<file path="src/rtl/crack_sched.sv">
// Scheduler for NUM_ENG RC4 crack engines: launch, CT memory arbitration, PT forwarding.
// Define CRACK_SCHED_RR_EN for round-robin CT arbitration; otherwise fixed priority (lowest index wins).
module crack_sched #(
  parameter int NUM_ENG = 2,
  parameter int KEY_W   = 24,
  parameter int ADDR_W  = 8,
  parameter int DATA_W  = 8
) (
  input  logic                        clk,
  input  logic                        rst,
  input  logic                        en,
  output logic                        rdy,
  output logic [KEY_W-1:0]            key,
  output logic                        key_valid,
  output logic [NUM_ENG-1:0]          eng_en,
  output logic [NUM_ENG*KEY_W-1:0]    eng_start_key,
  input  logic [NUM_ENG-1:0]          eng_rdy,
  input  logic [NUM_ENG*KEY_W-1:0]    eng_key,
  input  logic [NUM_ENG-1:0]          eng_key_valid,
  input  logic [NUM_ENG-1:0]          eng_ct_req,
  input  logic [NUM_ENG*ADDR_W-1:0]   eng_ct_addr,
  output logic [NUM_ENG-1:0]          eng_ct_gnt,
  output logic [NUM_ENG-1:0]          eng_ct_rvalid,
  output logic [DATA_W-1:0]           eng_ct_rddata,
  output logic [ADDR_W-1:0]           ct_addr,
  input  logic [DATA_W-1:0]           ct_rddata,
  input  logic [NUM_ENG-1:0]          eng_fpt_wren,
  input  logic [NUM_ENG*ADDR_W-1:0]   eng_fpt_addr,
  input  logic [NUM_ENG*DATA_W-1:0]   eng_fpt_wrdata,
  output logic                        fpt_wren,
  output logic [ADDR_W-1:0]           fpt_addr,
  output logic [DATA_W-1:0]           fpt_wrdata
);

  localparam int IDX_W = (NUM_ENG > 1) ? $clog2(NUM_ENG) : 1;

  typedef enum logic [1:0] {ST_IDLE, ST_LAUNCH, ST_ARM, ST_RUN} state_t;

  state_t               state_r;
  logic                 owner_v_r;
  logic [IDX_W-1:0]     owner_r;
  logic                 owner_v_s;
  logic [IDX_W-1:0]     owner_s;
  logic [IDX_W-1:0]     wr_low_s;
  logic                 gnt_v_s;
  logic [IDX_W-1:0]     gnt_idx_s;
  logic [ADDR_W-1:0]    ct_addr_r;
  logic [NUM_ENG-1:0]   rvalid_r;

  logic [KEY_W-1:0]     eng_key_a   [NUM_ENG];
  logic [ADDR_W-1:0]    ct_addr_a   [NUM_ENG];
  logic [ADDR_W-1:0]    fpt_addr_a  [NUM_ENG];
  logic [DATA_W-1:0]    fpt_data_a  [NUM_ENG];

  for (genvar i = 0; i < NUM_ENG; i++) begin : g_slice
    assign eng_start_key[i*KEY_W +: KEY_W] = KEY_W'(i);
    assign eng_key_a[i]  = eng_key[i*KEY_W +: KEY_W];
    assign ct_addr_a[i]  = eng_ct_addr[i*ADDR_W +: ADDR_W];
    assign fpt_addr_a[i] = eng_fpt_addr[i*ADDR_W +: ADDR_W];
    assign fpt_data_a[i] = eng_fpt_wrdata[i*DATA_W +: DATA_W];
  end

  // Lowest-index PT writer this cycle
  always_comb begin
    wr_low_s = {IDX_W{1'b0}};
    for (int i = NUM_ENG - 1; i >= 0; i--) begin
      wr_low_s = eng_fpt_wren[i] ? IDX_W'(i) : wr_low_s;
    end
  end

  // Effective owner: the locked one, or the first writer seen in RUN so its first byte is not lost
  always_comb begin
    if (owner_v_r) begin
      owner_v_s = 1'b1;
      owner_s   = owner_r;
    end else if ((state_r == ST_RUN) && (|eng_fpt_wren)) begin
      owner_v_s = 1'b1;
      owner_s   = wr_low_s;
    end else begin
      owner_v_s = 1'b0;
      owner_s   = {IDX_W{1'b0}};
    end
  end

  assign fpt_wren   = owner_v_s & eng_fpt_wren[owner_s];
  assign fpt_addr   = fpt_addr_a[owner_s];
  assign fpt_wrdata = fpt_data_a[owner_s];

`ifdef CRACK_SCHED_RR_EN
  logic [IDX_W-1:0] rr_ptr_r;
  logic [IDX_W:0]   rr_sum_s;
  logic [IDX_W-1:0] rr_cand_s;

  // Round-robin pick: search from rr_ptr upward, wrapping; later loop passes have higher priority
  always_comb begin
    gnt_idx_s = {IDX_W{1'b0}};
    rr_sum_s  = {(IDX_W+1){1'b0}};
    rr_cand_s = {IDX_W{1'b0}};
    for (int k = NUM_ENG - 1; k >= 0; k--) begin
      rr_sum_s  = {1'b0, rr_ptr_r} + (IDX_W+1)'(k);
      rr_cand_s = (rr_sum_s >= (IDX_W+1)'(NUM_ENG)) ?
                  IDX_W'(rr_sum_s - (IDX_W+1)'(NUM_ENG)) : rr_sum_s[IDX_W-1:0];
      gnt_idx_s = eng_ct_req[rr_cand_s] ? rr_cand_s : gnt_idx_s;
    end
  end

  // Pointer advances past the engine just granted
  always_ff @(posedge clk or posedge rst) begin
    if (rst) begin
      rr_ptr_r <= {IDX_W{1'b0}};
    end else if (gnt_v_s) begin
      rr_ptr_r <= (gnt_idx_s == IDX_W'(NUM_ENG - 1)) ? {IDX_W{1'b0}} : gnt_idx_s + IDX_W'(1);
    end else begin
      rr_ptr_r <= rr_ptr_r;
    end
  end
`else
  // Fixed priority pick: lowest requesting index
  always_comb begin
    gnt_idx_s = {IDX_W{1'b0}};
    for (int i = NUM_ENG - 1; i >= 0; i--) begin
      gnt_idx_s = eng_ct_req[i] ? IDX_W'(i) : gnt_idx_s;
    end
  end
`endif

  assign gnt_v_s       = (|eng_ct_req) & ~rst;
  assign eng_ct_gnt    = gnt_v_s ? (NUM_ENG'(1'b1) << gnt_idx_s) : {NUM_ENG{1'b0}};
  assign ct_addr       = gnt_v_s ? ct_addr_a[gnt_idx_s] : ct_addr_r;
  assign eng_ct_rvalid = rvalid_r;
  assign eng_ct_rddata = ct_rddata;

  // Read-valid follows the grant by the memory's one-cycle latency; address holds when idle
  always_ff @(posedge clk or posedge rst) begin
    if (rst) begin
      rvalid_r  <= {NUM_ENG{1'b0}};
      ct_addr_r <= {ADDR_W{1'b0}};
    end else begin
      rvalid_r  <= eng_ct_gnt;
      ct_addr_r <= ct_addr;
    end
  end

  // Run sequencing, ownership lock and result capture
  always_ff @(posedge clk or posedge rst) begin
    if (rst) begin
      state_r   <= ST_IDLE;
      rdy       <= 1'b0;
      key       <= {KEY_W{1'b0}};
      key_valid <= 1'b0;
      eng_en    <= {NUM_ENG{1'b0}};
      owner_v_r <= 1'b0;
      owner_r   <= {IDX_W{1'b0}};
    end else begin
      eng_en <= {NUM_ENG{1'b0}};
      case (state_r)
        ST_IDLE: begin
          if (en && rdy) begin
            state_r   <= ST_LAUNCH;
            rdy       <= 1'b0;
            key_valid <= 1'b0;
            owner_v_r <= 1'b0;
          end else begin
            rdy <= 1'b1;
          end
        end
        ST_LAUNCH: begin
          if (&eng_rdy) begin
            eng_en  <= {NUM_ENG{1'b1}};
            state_r <= ST_ARM;
          end else begin
            state_r <= ST_LAUNCH;
          end
        end
        ST_ARM: begin
          state_r <= ST_RUN;
        end
        ST_RUN: begin
          owner_v_r <= owner_v_s;
          owner_r   <= owner_s;
          if (owner_v_s && eng_rdy[owner_s]) begin
            key       <= eng_key_a[owner_s];
            key_valid <= eng_key_valid[owner_s];
            rdy       <= 1'b1;
            state_r   <= ST_IDLE;
          end else if (!owner_v_s && (&eng_rdy)) begin
            key_valid <= 1'b0;
            rdy       <= 1'b1;
            state_r   <= ST_IDLE;
          end else begin
            state_r <= ST_RUN;
          end
        end
        default: begin
          state_r <= ST_IDLE;
          rdy     <= 1'b0;
        end
      endcase
    end
  end

endmodule

</file>
<file path="config.mk">
export PLATFORM = sky130hd
export DESIGN_NAME = crack_sched
export DESIGN_NICKNAME = d
export VERILOG_FILES = /design/src/rtl/crack_sched.sv
export SDC_FILE = /design/constraint.sdc
export NUM_CORES = 1
export LEC_CHECK = 0
export ABC_AREA = 1
export CORE_ASPECT_RATIO = 2
export CORE_MARGIN = 2
export CORE_UTILIZATION = 37
export CTS_BUF_LIST = sky130_fd_sc_hd__clkbuf_4 sky130_fd_sc_hd__clkbuf_8
export CTS_CLUSTER_DIAMETER = 120
export DETAILED_ROUTE_END_ITERATION = 16
export PLACE_DENSITY = 0.91
export SYNTH_ARGS = -nofsm -noshare
export SYNTH_HDL_FRONTEND = slang
export SYNTH_SLANG_ARGS = --single-unit
</file>
<file path="constraint.sdc">
create_clock -name clk -period 4.4 [get_ports clk]
set_input_delay 0.88 -clock clk [delete_from_list [all_inputs] [get_ports clk]]
set_output_delay 0.88 -clock clk [all_outputs]
set_load 0.03 [all_outputs]
</file>
==> flow_summary_export.csv <==
group,metric,value,unit
placement,portBuffers,163,
route,drt_pass1_iterations,4,
timing,slew-limit-headroom,0.640,
cells_and_area,antenna_cells,0,
die,ios,228,
timing,fin_skew,0.00636,ns
clock_network,cts.htree.levels,2,
clock_network,clock_latency,0.29,ns
route,finalWirelength,8460,um
clock_network,cts_setup_buffers,0,
logic_synthesis,synth.cell_area,2880,sq um
placement,hpwl,6850,um
logic_synthesis,ys_seq_elements,41,
timing,drv_slew,0,
power,power,2.24,mW
cells_and_area,layout_commonest_cell,"clkdlybuf4s50_1",
timing,worst_pin_slew,0.541,ns
job,cap_violations,0,
die,row_count,45,
clock_network,clock-sinks,41,
critical_path,required,3.52,ns
timing,max_freq,0.256,GHz
critical_path,crit_path_end_kind,"output pin",
global_routing,grt_pass1_wl,13000,um
placement,dp.cells,603,
cells_and_area,final_cells,611,
route,drt-initial-drc-count,100,
cells_and_area,design_area,4400,sq um
die,fp.dieW,66.4,um
route,final_antenna_net_count,0,
die,die_y,129,um
cells_and_area,final_cell_mix,"clkdlybuf4s50_1, nand2_1, conb_1",
critical_path,critPathKind,"in -> out",
logic_synthesis,yosysSeqAreaShare,0.356,
logic_synthesis,synthDistinctLibCells,26,
clock_network,cts_buffers,5,
status,outcome,"finished, final reports clean",
clock_network,cts_resized,0,
critical_path,r2r_cells,11,
clock_network,holdBufCountCts,0,
timing,rsz0062_at_grt,"false",
cells_and_area,drive_gt1_frac,0.122,
clock_network,clock_path_buffers,2,
cells_and_area,syn2layout_area_growth,52.7,%
timing,hold_violations,0,
clock_network,cts_root_buffer,"clkbuf_8",
logic_synthesis,synth-warning-count,0,
cells_and_area,num-fill-cells,663,
route,drt-vias-per-instance,4.64,
logic_synthesis,syn_avg_cell_area,7.88,sq um
critical_path,cp_max_fo,26,
min_path,hold_depth,2,
clock_network,cts_tree,"built",
global_routing,grt_pass1_vias,2834,
timing,finalSetupViolations,0,
placement,place_area,4310,sq um
die,die_area,8560,sq um
clock_network,clk_pin_slew,0.07,ns
die,start_util,0.379,
power,ir_drop,0.267,mV
route,drc,0,
critical_path,worstSetupStartpointType,"input port",
logic_synthesis,syn_inst,366,
placement,place.gp.congestion,0.785,
min_path,min_path_type,"reg -> reg",
power,p_leak,2.17,nW
critical_path,arrival,3.02,ns
route,vias,2837,
timing,fin_crit_sh,0.887,
global_routing,grt.overflow.total,0,
global_routing,grt_usage,0.199,
timing,finalSetupTns,0,ns
global_routing,grt_max_degree,42,
die,core_area,7600,sq um
route,wl_per_cell,13.9,um
global_routing,antenna_found_initial,0,
cells_and_area,fin_nets,636,
power,p_per_area,508,nW/um^2
timing,period_needed,3.90,ns
[through the flow]
stage,hold slack [ns],setup WS (ns),util
6_report,0.480,0.498,0.579
4_1_cts,0.486,0.465,0.579
3_3_place_gp,0.462,0.563,0.567
5_1_grt,0.498,0.322,0.579
3_5_place_dp,0.465,0.474,0.567
2_1_floorplan,0.453,0.980,-
[sequential cells by signal, indices dropped and copies added (netlist names), 2 cells and up]
register       cells
key               24
eng_ct_rvalid      2
state_r            2
ct_addr_r          8
[synth_stat cells, drive strengths merged]
library cell	instances	area (sq um)
a21boi	1	7.51
a21oi	2	10.0
buf	66	505
clkbuf	3	11.3
clkinv	2	7.51
conb	2	7.51
dfrtp	41	1030
ha	5	62.6
inv	20	77.6
nand2	145	562
nand3	14	82.6
nand4	2	27.5
nor2	7	26.3
o211ai	24	280
o21ai	8	40.0
or2	24	150
[metal layers]
layer | GRT usage | part of all wire
met3 | 0.0350 | 0.082
met5 | 0 | 0
met1 | 0.183 | 0.32
met2 | 0.391 | 0.56
met4 | 0.103 | 0.041
[cell families (layout without fill, tap and decap cells)]
kind of cell,Yosys count,count (layout),share of synthesized area
simple gates,192,192,0.294
buf+inv,91,196,0.209
flops,41,41,0.356
compound gates,35,35,0.117
fa+ha+maj,5,5,0.0217
other cells,2,48,0.00260
[path summary, 6_finish.rpt]
path | start | end | slack [ns]
min in group asynchronous | rst | ct_addr_r[7] | 1.09
max in group asynchronous | rst | key[17] | 2.93
min | key[5] | key[5] | 0.48
max | eng_fpt_wren[0] | fpt_addr[3] | 0.50
max reg2reg | state_r[1] | key[10] | 1.77
min reg2reg | key[5] | key[5] | 0.48
[worst max-delay path, stage by stage]
cell	delay (ns)
clkdlybuf4s50_1	0.50
nor2_1	0.09
nand2_4	0.10
nand2_4	0.14
inv_2	0.43
nand2_1	0.11
nand2_1	0.09
clkdlybuf4s50_1	0.67
[final cells by class]
type | count | area (sq um) | share of cell area
Tap cell | 94 | 118 | 0.0267
Sequential cell | 41 | 1030 | 0.233
Multi-Input combinational cell | 280 | 1430 | 0.325
Timing Repair Buffer | 166 | 1650 | 0.376
Inverter | 22 | 85.1 | 0.0193
Clock buffer | 8 | 91.3 | 0.0207
[power by group]
| part | leakage (nW) | internal (mW) | switching (mW) |
|---|---|---|---|
| clock network | 0.0498 | 0.131 | 0.121 |
| registers | 0.514 | 0.517 | 0.0777 |
| logic | 1.61 | 0.544 | 0.846 |
Note: power is estimated with default switching activity, not from simulation.
